**config.mk**
```make
export PLATFORM = sky130hd
export DESIGN_NAME = pix_frame_tx
export DESIGN_NICKNAME = d
export VERILOG_FILES = /design/src/rtl/pix_frame_tx.sv
export SDC_FILE = /design/constraint.sdc
export NUM_CORES = 1
export LEC_CHECK = 0
export CAP_MARGIN = 15
export CORE_MARGIN = 1.5
export CORE_UTILIZATION = 35
export CTS_BUF_LIST = sky130_fd_sc_hd__clkbuf_16
export DETAILED_ROUTE_END_ITERATION = 10
export SYNTH_ARGS = -nofsm -noshare
export SYNTH_HDL_FRONTEND = slang
export SYNTH_SLANG_ARGS = --single-unit
```
**constraint.sdc**
```tcl
create_clock -name i_clk_sys -period 2 [get_ports i_clk_sys]
set_input_delay 0.3 -clock i_clk_sys [delete_from_list [all_inputs] [get_ports i_clk_sys]]
set_output_delay 0.3 -clock i_clk_sys [all_outputs]
set_load 0.02 [all_outputs]
```
**src/rtl/pix_frame_tx.sv**
```systemverilog
// pix_frame_tx: frames a pixel burst as A5, N, {0,p[11:8]}, p[7:0} per pixel, CHK for uart_tx.
// Latency: header strobed the cycle after i_start; every later byte at least BYTE_CYCLES after the previous one.
// Backpressure: o_pix_ready only when a hi byte may go out; waits indefinitely on i_pix_valid low.
// Optional: define SND_ACK_EN to wait for the receiver's CHK echo (or a timeout) before ending the frame.
module pix_frame_tx #(
  parameter int CLK_FRE     = 50,
  parameter int BAUD_RATE   = 9600,
  parameter int PARITY_ON   = 0,
  parameter int GUARD_BITS  = 1,
  parameter int ACK_TIMEOUT = 5000000
) (
  input  logic        i_clk_sys,
  input  logic        i_rst_n,
  input  logic        i_start,
  input  logic [7:0]  i_len,
  input  logic [11:0] i_pix,
  input  logic        i_pix_valid,
  output logic        o_pix_ready,
  output logic [7:0]  o_tx_data,
  output logic        o_tx_valid,
  output logic        o_busy,
  output logic        o_frame_done,
  input  logic [7:0]  i_rx_data,
  input  logic        i_rx_done,
  output logic        o_ack_ok,
  output logic        o_ack_err
);

  localparam int BIT_CYCLES  = CLK_FRE * 1000000 / BAUD_RATE;
  localparam int BYTE_CYCLES = BIT_CYCLES * (10 + PARITY_ON + GUARD_BITS);
  localparam int GW          = $clog2(BYTE_CYCLES + 1);
  localparam logic [GW-1:0] GAP_LOAD = GW'(BYTE_CYCLES - 1);

  // Each state names the byte currently being paced on the line; the next
  // byte leaves (and the state advances) once the gap counter has drained.
`ifdef SND_ACK_EN
  typedef enum logic [2:0] {IDLE, HDR, LEN, PIX_HI, PIX_LO, CHK, ACK, DONE} state_t;
`else
  typedef enum logic [2:0] {IDLE, HDR, LEN, PIX_HI, PIX_LO, CHK, DONE} state_t;
`endif

  state_t      state, state_nxt;
  logic [GW-1:0] gap;
  logic [7:0]  len_q, rem, lo_q, chk;
  logic [7:0]  tx_data_q;
  logic        tx_valid_q;
  logic        emit, acc, pix_rdy;
  logic [7:0]  emit_byte;
  logic        gap_zero, start_ok, accept;
  logic        ack_done;

  assign gap_zero = (gap == '0);
  assign start_ok = i_start && (i_len != 8'd0);
  assign accept   = pix_rdy && i_pix_valid;

`ifdef SND_ACK_EN
  localparam int TW = $clog2(ACK_TIMEOUT + 1);
  logic [TW-1:0] tmo;
  logic          ack_seen, ack_ok_q, ack_err_q;
  logic          rx_evt, tmo_evt;

  assign rx_evt   = (state == ACK) && !ack_seen && i_rx_done;
  assign tmo_evt  = (state == ACK) && !ack_seen && !i_rx_done && (tmo == TW'(ACK_TIMEOUT - 1));
  assign ack_done = ack_seen && gap_zero;
  assign o_ack_ok  = ack_ok_q;
  assign o_ack_err = ack_err_q;

  // Echo check: timeout counts from the CHK strobe; first echo or timeout decides the result.
  always_ff @(posedge i_clk_sys) begin
    if (!i_rst_n) begin
      tmo       <= '0;
      ack_seen  <= 1'b0;
      ack_ok_q  <= 1'b0;
      ack_err_q <= 1'b0;
    end else begin
      if (emit && state == PIX_LO)
        tmo <= '0;
      else if ((state == CHK || state == ACK) && tmo != TW'(ACK_TIMEOUT - 1))
        tmo <= tmo + 1'b1;
      ack_seen  <= (state == ACK) && (ack_seen || rx_evt || tmo_evt);
      ack_ok_q  <= rx_evt && (i_rx_data == chk);
      ack_err_q <= (rx_evt && (i_rx_data != chk)) || tmo_evt;
    end
  end
`else
  logic unused_rx;
  assign unused_rx = ^{i_rx_data, i_rx_done, ACK_TIMEOUT[0]};
  assign ack_done  = 1'b0;
  assign o_ack_ok  = 1'b0;
  assign o_ack_err = 1'b0;
`endif

  // State register.
  always_ff @(posedge i_clk_sys) begin
    if (!i_rst_n) state <= IDLE;
    else          state <= state_nxt;
  end

  // Next-state: advance when the paced byte has drained and the next one can leave.
  always_comb begin
    state_nxt = state;
    case (state)
      IDLE:   if (start_ok) state_nxt = HDR;
      HDR:    if (gap_zero) state_nxt = LEN;
      LEN:    if (accept) state_nxt = PIX_HI;
      PIX_HI: if (gap_zero) state_nxt = PIX_LO;
      PIX_LO: if (accept) state_nxt = PIX_HI;
              else if (gap_zero && rem == 8'd0) state_nxt = CHK;
`ifdef SND_ACK_EN
      CHK:    state_nxt = ACK;
      ACK:    if (ack_done) state_nxt = DONE;
`else
      CHK:    if (gap_zero) state_nxt = DONE;
`endif
      DONE:   state_nxt = IDLE;
      default: state_nxt = IDLE;
    endcase
  end

  // Outputs: pick the byte to strobe this edge and whether it feeds the check code.
  always_comb begin
    pix_rdy   = 1'b0;
    emit      = 1'b0;
    emit_byte = 8'h00;
    acc       = 1'b0;
    case (state)
      IDLE:   if (start_ok) begin emit = 1'b1; emit_byte = 8'hA5; end
      HDR:    if (gap_zero) begin emit = 1'b1; emit_byte = len_q; acc = 1'b1; end
      LEN:    pix_rdy = gap_zero;
      PIX_HI: if (gap_zero) begin emit = 1'b1; emit_byte = lo_q; acc = 1'b1; end
      PIX_LO: if (gap_zero) begin
                if (rem != 8'd0) pix_rdy = 1'b1;
                else begin emit = 1'b1; emit_byte = chk; end
              end
      default: ;
    endcase
    if (pix_rdy && i_pix_valid) begin
      emit      = 1'b1;
      emit_byte = {4'h0, i_pix[11:8]};
      acc       = 1'b1;
    end
    o_pix_ready  = pix_rdy;
    o_busy       = (state != IDLE);
    o_frame_done = (state == DONE);
    o_tx_valid   = tx_valid_q;
    o_tx_data    = tx_data_q;
  end

  // Datapath: byte register, pacing counter, pixel bookkeeping and running check code.
  always_ff @(posedge i_clk_sys) begin
    if (!i_rst_n) begin
      tx_valid_q <= 1'b0;
      tx_data_q  <= 8'h00;
      gap        <= '0;
      len_q      <= 8'h00;
      rem        <= 8'h00;
      lo_q       <= 8'h00;
      chk        <= 8'h00;
    end else begin
      tx_valid_q <= emit;
      if (emit) begin
        tx_data_q <= emit_byte;
        gap       <= GAP_LOAD;
      end else if (!gap_zero) begin
        gap <= gap - 1'b1;
      end
      if (state == IDLE && start_ok) begin
        len_q <= i_len;
        rem   <= i_len;
        chk   <= 8'h00;
      end else if (acc) begin
        chk <= chk ^ emit_byte;
      end
      if (accept) begin
        lo_q <= i_pix[7:0];
        rem  <= rem - 8'd1;
      end
    end
  end

endmodule
```
==> results of run 1 <==
-- final timing paths --
path / endpoint / start / depth (start not counted)
setup / recovery: rem[2]$_SDFFE_PN0P_ / rem[1]$_SDFFE_PN0P_ / 10
hold / removal: rem[5]$_SDFFE_PN0P_ / i_len[5] / 4
setup reg to reg: rem[2]$_SDFFE_PN0P_ / rem[1]$_SDFFE_PN0P_ / 10
hold reg to reg: len_q[5]$_SDFFE_PN0P_ / len_q[5]$_SDFFE_PN0P_ / 2
-- layout make-up --
type,instances,area share
clock buffer,9,0.04708
clock inverter,7,0.009155
inverter,10,0.007847
multi-input combinational,279,0.4219
sequential,60,0.2519
tap,108,0.02825
timing repair buffer,127,0.2338
-- critical path, stage by stage, from the launching register on --
cell      delay (ps)
dfxtp_2          320
inv_2             70
ha_4             140
nor4b_4          170
buf_4            160
a21oi_4           70
buf_6            120
o211ai_1         420
buf_4            200
o211ai_1          70
a31oi_1          200
-- synth_stat cells (10+ instances only) --
master	count	area, um2
a21oi_1	38	190.2
a31oi_1	12	75.07
clkbuf_1	12	45.04
dfxtp_1	60	1201
inv_1	10	37.54
mux2i_1	10	100.1
nand2_1	50	187.7
nand3_1	14	70.07
nor2_1	26	97.59
nor3_1	13	65.06
o21ai_0	10	50.05
or3_1	10	62.56
xor2_1	10	87.58
-- routing by layer --
metal  up-vias  global-route usage  wire length, um  part of all wire
li1       1591                   -                -                 -
met2        65              0.3201             4419              0.48
met5         -                   0                0                 0
met1      1511              0.2469             4307              0.47
met3         9             0.04118              380             0.041
met4         0             0.07804              106             0.012
-- state kept, by name, summed over array words and instances, names as in the netlist --
| register | cells |
|---|---|
| gap | 16 |
| chk | 8 |
| len_q | 8 |
| lo_q | 8 |
| o_tx_data | 8 |
| rem | 8 |
| state | 3 |
| o_tx_valid | 1 |
-- power by group through the flow --
stage	sequential (mW)	clock [mW]	combinational [mW]
5_1_grt	1.35	1.48	0.959
2_1_floorplan	1.37	0	0.377
6_report	1.34	1.40	0.878
3_3_place_gp	1.35	0	0.743
3_5_place_dp	1.36	0	0.752
4_1_cts	1.34	1.42	0.786
-- what timing repair did --
action                                  in CTS  in global routing
setup buffers                                8                  9
cloned                                       1                  2
hold endpoints to repair                     0                  0
endpoints found under the setup margin      30                 36
gates resized for setup                     26                 61
pin swaps                                    6                 25
-- through the flow --
step / utilization / hold slack, ps / area, um2
detailed placement: 0.4668 / 446.7 / 4031
CTS: 0.5123 / 454.3 / 4424
floorplan: - / 435.7 / 3087
global placement: 0.4668 / 444.5 / 4031
global route: 0.5539 / 394.5 / 4783
finish: 0.5539 / 371.9 / 4783
-- kinds of logic (layout without fill, tap and decap cells) --
family,Yosys count,in the layout,share of synthesized area
adder cells (fa/ha/maj),3,3,0.01219
AND/OR/NAND/NOR,142,142,0.2380
flip-flops,60,60,0.3899
other,1,2,0.001217
AO/OA/AOI/OAI,106,106,0.2283
multiplexers,11,11,0.03615
XOR/XNOR,15,15,0.04265
buffers and inverters,35,153,0.05158
==> impl_metrics.tcl, run 1 <==
set metrics [dict create \
    status "finished, violations left" \
    violations "setup timing" \
    worst_slack_ps -33.16 \
    diodes 0 \
    fillers 775 \
    die_height_um 96.82 \
    final_cell_mix "82 x buf_4, 57 x dfxtp_1, 50 x nand2_1, 36 x a21oi_1, 27 x clkdlybuf4s50_1" \
    min_period_ps 2033 \
    cts_root_buf "clkbuf_16" \
    fmax_ghz 0.4918 \
    p_per_area_nw_per_um2 756.1 \
    power_frac_clock 0.386 \
    r2r_slack_ps -30 \
    drcViolationCount 0 \
    cp.arrival_ps 2270 \
    yosysUniqueCellTypes 53 \
    wl_um 9215 \
    synth_area_um2 3080 \
    cts.sinks 60 \
    setup-tns-final_ps -92.38 \
    grt_pass1_wl_um 14710 \
    maxSlewViolCount 0 \
    insertion_delay_ps 330 \
    rows 34 \
    worstSetupPathType "flip-flop to flip-flop" \
    cts_buffer_depth 2 \
    leakage_nw 1.872 \
    path_clk_slew_ps 50 \
    grt_overflow 0 \
    max-slew-margin-rel 0.6524 \
    core_um2 8636 \
    start_kind "flip-flop" \
    grt_pass1_vias 3086 \
    sequentialPowerShare 0.371 \
    hp-class "input pin to flip-flop" \
    area.sequential_um2 1205 \
    endpoint_kind "flip-flop" \
    p_sw_mw 1.060 \
    synth-warning-count 0 \
    synth_edf_count 0 \
    tightestPinTransition_ps 521.4 \
    cts_tree "yes" \
    cts-buffers-inserted 9 \
    avgViaCountPerCell 5.293 \
    switching_share 0.2931 \
    pin_count 47 \
    first_iter_violations 128 \
    skew_ps 10.12 \
    globalplace.congestion 0.8892 \
    port-buffer-count 35 \
    crit_fanout 5 \
    setup_viol 5 \
    area_growth_pct 55.28 \
    dieArea_um2 9373 \
    globalRouteTotalUtil 0.1942 \
    dr_total_vias 3176 \
    crit_required_ps 2240 \
    grt_setup_unrepaired "true" \
    grt_max_degree 22 \
    ys_seq_elements 60 \
    die_x_um 96.82 \
    intPower_mw 2.557 \
    pre_cts_ws_ps -357.4 \
    hold_viol_final 0 \
    layout.cells.most_common "buf_4" \
    placedCellCount 566 \
    synth-async-reset-ratio 0 \
    wl_per_cell_um 15.36 \
    cap_violations 0 \
    yosysSeqAreaShare 0.3899 \
    dp_hpwl_um 6379 \
    synthCells 373 \
    power_mw 3.617 \
    num-nets-final 523 \
    syn_avg_cell_area_um2 8.259 \
    ir_worst_vdd_mv 0.3953 \
    hold_buffers 0 \
    htree_levels 3 \
    antenna_found_initial 0 \
    ys.flop_type "dfxtp_1" \
    drive_gt1_frac 0.3313 \
    drtPass1Iterations 4 \
    stdcell_count 600 \
    start_util 0.3567 \
    combPwrFrac 0.243 \
    multiInputGateArea_um2 2018 \
    period_share 1.017 \
    antenna_left 0 \
]
(Power assumes the default switching activity.)
==> run 2: changes to the inputs <==
--- a/config.mk
+++ b/config.mk
@@ -10,6 +10,7 @@
 export CORE_UTILIZATION = 35
 export CTS_BUF_LIST = sky130_fd_sc_hd__clkbuf_16
 export DETAILED_ROUTE_END_ITERATION = 10
+export SKIP_CTS_REPAIR_TIMING = 1
 export SYNTH_ARGS = -nofsm -noshare
 export SYNTH_HDL_FRONTEND = slang
 export SYNTH_SLANG_ARGS = --single-unit
==> run 2 against run 1 <==
Against the previous run:
- the run still ends with setup timing left
- sequential share of layout area up 0.57 points
- routed wire length down 0.38%
- clock skew about the same
- non-clock buffer count down 4
- final cell count down 0.67%
- worst hold slack better by 2.3 ps
- utilization down 1.1 points
- first-iteration DRC count up 32%
- largest power group unchanged
==> impl_metrics.tcl, run 2 (same netlist as run 1, synthesis figures left out) <==
set metrics [dict create \
    setup-tns-final_ps -625.1 \
    tightestPinTransition_ps 612.9 \
    cts.sinks 60 \
    dr_total_vias 3157 \
    grt_max_degree 22 \
    slowest_delay_ps 500 \
    area_growth_pct 52.15 \
    crit_fanout 6 \
    cts_buffer_depth 2 \
    port-buffer-count 35 \
    fillers 801 \
    antenna_found_initial 0 \
    globalRouteTotalUtil 0.1913 \
    grt_overflow 0 \
    drtPass1Iterations 4 \
    grt_pass1_vias 3025 \
    cap_violations 0 \
    cp.arrival_ps 2320 \
    globalplace.congestion 0.8892 \
    endpoint_kind "flip-flop" \
    avgViaCountPerCell 5.297 \
    insertion_delay_ps 330 \
    first_iter_violations 169 \
    area.sequential_um2 1207 \
    worst_slack_ps -100.9 \
    grt_setup_unrepaired "true" \
    regMostFlops "gap" \
    path_clk_slew_ps 50 \
    hp-class "input pin to flip-flop" \
    max-slew-margin-rel 0.5896 \
    crit_family "compound AO/OA/AOI/OAI gates" \
    cts-buffers-inserted 9 \
    diodes 0 \
    final_cell_mix "77 x buf_4, 55 x dfxtp_1, 50 x nand2_1, 34 x a21oi_1, 26 x clkdlybuf4s50_1" \
    grt_pass1_wl_um 14490 \
    setup_viol 14 \
    dieArea_um2 9373 \
    pin_count 47 \
    critPathBufInv 4 \
    rows 34 \
    multiInputGateArea_um2 1959 \
    period_share 1.050 \
    drcViolationCount 0 \
    worst_path_max_delay_cell "o211ai_1" \
    layout.cells.most_common "buf_4" \
    crit_required_ps 2220 \
    largest_reg_flops 16 \
    leakage_nw 1.840 \
    power_mw 3.576 \
    die_x_um 96.82 \
    htree_levels 3 \
    crit_chain "inv_2 -> ha_4 -> nor4b_4 -> buf_4 -> a21oi_4 -> buf_6 -> o211ai_1 -> buf_4 -> o21ai_2 -> o21a_1" \
    core_um2 8636 \
    start_util 0.3567 \
    num-nets-final 519 \
    wl_per_cell_um 15.40 \
    hold_viol_final 0 \
    violations "setup timing" \
    worstSetupPathType "flip-flop to flip-flop" \
    cts_tree "yes" \
    p_per_area_nw_per_um2 762.9 \
    maxSlewViolCount 0 \
    cts_root_buf "clkbuf_16" \
    die_height_um 96.82 \
    skew_ps 10.13 \
    drive_gt1_frac 0.3238 \
    status "finished, violations left" \
    fmax_ghz 0.4760 \
    start_kind "flip-flop" \
    crit_path_frequent_cell "buf_4" \
    antenna_left 0 \
    wl_um 9180 \
    min_period_ps 2101 \
    dp_hpwl_um 6379 \
    ir_worst_vdd_mv 0.3950 \
]
run 2: layout make-up:
cell class	instances	share of cell area
multi-input combinational	279	0.4180
sequential	60	0.2576
timing repair buffer	123	0.2301
clock buffer	9	0.04805
tap	108	0.02883
clock inverter	7	0.009343
inverter	10	0.008009
run 2: final timing paths:
path	start	to	slack, ps	cells past startpoint
setup / recovery	rem[1]$_SDFFE_PN0P_	rem[1]$_SDFFE_PN0P_	-100	10
hold / removal	i_len[5]	rem[5]$_SDFFE_PN0P_	370	4
setup reg to reg	rem[1]$_SDFFE_PN0P_	rem[1]$_SDFFE_PN0P_	-100	10
hold reg to reg	len_q[3]$_SDFFE_PN0P_	len_q[3]$_SDFFE_PN0P_	450	2
run 2: tightest hold or removal path, cell delays in order:
cell            delay [ps]
dlymetal6s2s_1         110
buf_4                  120
nand3_1                 70
o221ai_2                60
run 2: metal layers:
metal	track usage	wire, um	vias up	part of all wire
met1	0.2451	4335	1476	0.47
met5	0	0	-	0
met2	0.3120	4415	84	0.48
li1	-	-	1589	-
met4	0.07804	102	0	0.011
met3	0.04118	326	8	0.036
run 2: report_power, final:
group          leakage (nW)  switching, mW  total (mW)  internal (mW)
logic                  1.22          0.413       0.839          0.426
registers             0.493         0.0647        1.34           1.28
clock network         0.127          0.563        1.39          0.830
run 2: metrics by stage:
step	instance area, um2	std cells	setup slack [ps]	utilization	hold WS (ps)
2_1_floorplan	3087	374	53.37	-	435.7
3_3_place_gp	4031	566	-314.9	0.4668	444.5
3_5_place_dp	4031	566	-357.4	0.4668	446.7
4_1_cts	4300	582	-504.1	0.4980	454.3
5_1_grt	4687	596	-225.5	0.5427	394.3
6_report	4687	596	-100.9	0.5427	374.2
==> run 3: changes to the inputs <==
==> constraint.sdc (replaced) <==
create_clock -name i_clk_sys -period 2 [get_ports i_clk_sys]
set_input_delay 0.6 -clock i_clk_sys [delete_from_list [all_inputs] [get_ports i_clk_sys]]
set_output_delay 0.6 -clock i_clk_sys [all_outputs]
set_load 0.02 [all_outputs]
==> run 3 against run 2 <==
Against the previous run:
- the flow still finishes with violations (setup timing)
- sequential power about the same
- clock skew down 2.6 ps
- final area up 9.4%
- final cell count up 3.0%
- flip-flop and latch count unchanged
- worst hold slack better by 80 ps
- via count up 4.8%
- critical path depth up 1
- utilization up 5.1 points
- first-iteration DRC count up 21%
- global-route usage up 0.16 points
==> impl_metrics.tcl, run 3 (same netlist as run 1, synthesis figures left out) <==
set metrics [dict create \
    status "finished, violations left" \
    violations "setup timing" \
    drive_gt1_frac 0.4111 \
    slowest_delay_ps 400 \
    endpoint_kind "flip-flop" \
    worst_slack_ps -181.8 \
    cp-startpoint "rem[0]$_SDFFE_PN0P_" \
    start_kind "flip-flop" \
    port-buffer-count 35 \
    die_height_um 96.82 \
    htree_levels 3 \
    dr_total_vias 3308 \
    avgViaCountPerCell 5.388 \
    hold_viol_final 0 \
    cts_buffer_depth 2 \
    hold_depth 2 \
    fmax_ghz 0.4583 \
    setup_viol 20 \
    dp_hpwl_um 6681 \
    fillers 718 \
    ir_worst_vdd_mv 0.4924 \
    num-nets-final 537 \
    cap_violations 0 \
    cts-buffers-inserted 9 \
    regMostFlops "gap" \
    crit_family "buffers and inverters" \
    start_util 0.3567 \
    diodes 0 \
    hp-start "lo_q[5]$_SDFFE_PN0P_" \
    critPathBufInv 5 \
    globalplace.congestion 0.8698 \
    insertion_delay_ps 330 \
    cts_tree "yes" \
    area_growth_pct 66.45 \
    wl_um 9891 \
    rows 34 \
    skew_ps 7.553 \
    cts_root_buf "clkbuf_16" \
    min_period_ps 2182 \
    antenna_left 0 \
    die_x_um 96.82 \
    maxSlewViolCount 0 \
    rr_worst_depth 11 \
    area.sequential_um2 1211 \
    cts.sinks 60 \
    worstSetupPathType "flip-flop to flip-flop" \
    final_cell_mix "88 x buf_4, 52 x dfxtp_1, 45 x nand2_1, 24 x clkdlybuf4s50_1, 23 x a21oi_1" \
    globalRouteTotalUtil 0.1929 \
    grt_pass1_vias 3033 \
    drtPass1Iterations 4 \
    dieArea_um2 9373 \
    multiInputGateArea_um2 2107 \
    drcViolationCount 0 \
    hp-class "flip-flop to flip-flop" \
    path_clk_slew_ps 60 \
    grt_setup_unrepaired "true" \
    period_share 1.091 \
    p_per_area_nw_per_um2 802.2 \
    layout.cells.most_common "buf_4" \
    crit_chain "inv_2 -> ha_4 -> nor4b_4 -> a21oi_4 -> buf_6 -> buf_6 -> o211ai_1 -> buf_4 -> buf_8 -> nand2_1 -> a21oi_1" \
    grt_overflow 0 \
    r2r_slack_ps -180 \
    r2r_end "lo_q[3]$_SDFFE_PN0P_" \
    core_um2 8636 \
    setup-tns-final_ps -2458 \
    worst_path_max_delay_cell "o211ai_1" \
    leakage_nw 1.995 \
    largest_reg_flops 16 \
    crit_fanout 8 \
    first_iter_violations 205 \
    antenna_found_initial 0 \
    holdPathEnd "lo_q[5]$_SDFFE_PN0P_" \
    crit_required_ps 2270 \
    pin_count 47 \
    pre_cts_ws_ps -618.4 \
    cp.arrival_ps 2450 \
    wl_per_cell_um 16.11 \
    reg2reg_from "rem[0]$_SDFFE_PN0P_" \
    grt_pass1_wl_um 14670 \
    crit_path_frequent_cell "buf_6" \
    grt_max_degree 25 \
]
-- run 3: worst max path at each step --
stage	endpoint	slack, ps	cells past startpoint
floorplan	o_pix_ready	-50	5
global placement	rem[0]$_SDFFE_PN0P_	-590	6
detailed placement	rem[0]$_SDFFE_PN0P_	-620	6
CTS	o_pix_ready	-820	8
global route	lo_q[3]$_SDFFE_PN0P_	-320	11
finish	lo_q[3]$_SDFFE_PN0P_	-180	11
-- run 3: layout make-up --
class | instances | area share
multi-input combinational | 279 | 0.4109
timing repair buffer | 141 | 0.2511
sequential | 60 | 0.2362
clock buffer | 9 | 0.04392
tap | 108 | 0.02635
clock inverter | 7 | 0.02416
inverter | 10 | 0.007321
-- run 3: per-layer routing --
| metal | global-route usage | vias up | part of all wire |
|---|---|---|---|
| met4 | 0.06243 | 0 | 0.020 |
| met2 | 0.3104 | 91 | 0.50 |
| met1 | 0.2557 | 1577 | 0.44 |
| met5 | 0 | - | 0 |
| met3 | 0.04408 | 17 | 0.042 |
| li1 | - | 1623 | - |
-- run 3: worst register-to-register path, stage by stage, from the launching register on --
cell and delay, ps:
dfxtp_2 330, inv_2 70, ha_4 140, nor4b_4 280, a21oi_4 120, buf_6 130, buf_6 120, o211ai_1 400
buf_4 230, buf_8 130, nand2_1 60, a21oi_1 110
-- run 3: per-stage QoR --
stage                     instance area [um2]    util  hold WS [ps]  total power [mW]  cells
after detailed placement                 4209  0.4874         452.2             2.154    578
after global routing                     5127  0.5937         471.0             4.267    614
after global placement                   4209  0.4874         442.1             2.139    578
final                                    5127  0.5937         454.4             4.113    614
after CTS                                4558  0.5278         460.5             3.960    594
after floorplan                          3179       -         435.7             1.783    374
-- run 3: power breakdown --
part / switching, mW / internal, mW / total, mW
Clock: 0.583 / 1.22 / 1.81
Sequential: 0.0643 / 1.28 / 1.34
Combinational: 0.474 / 0.489 / 0.963
Total: 1.12 / 2.99 / 4.11
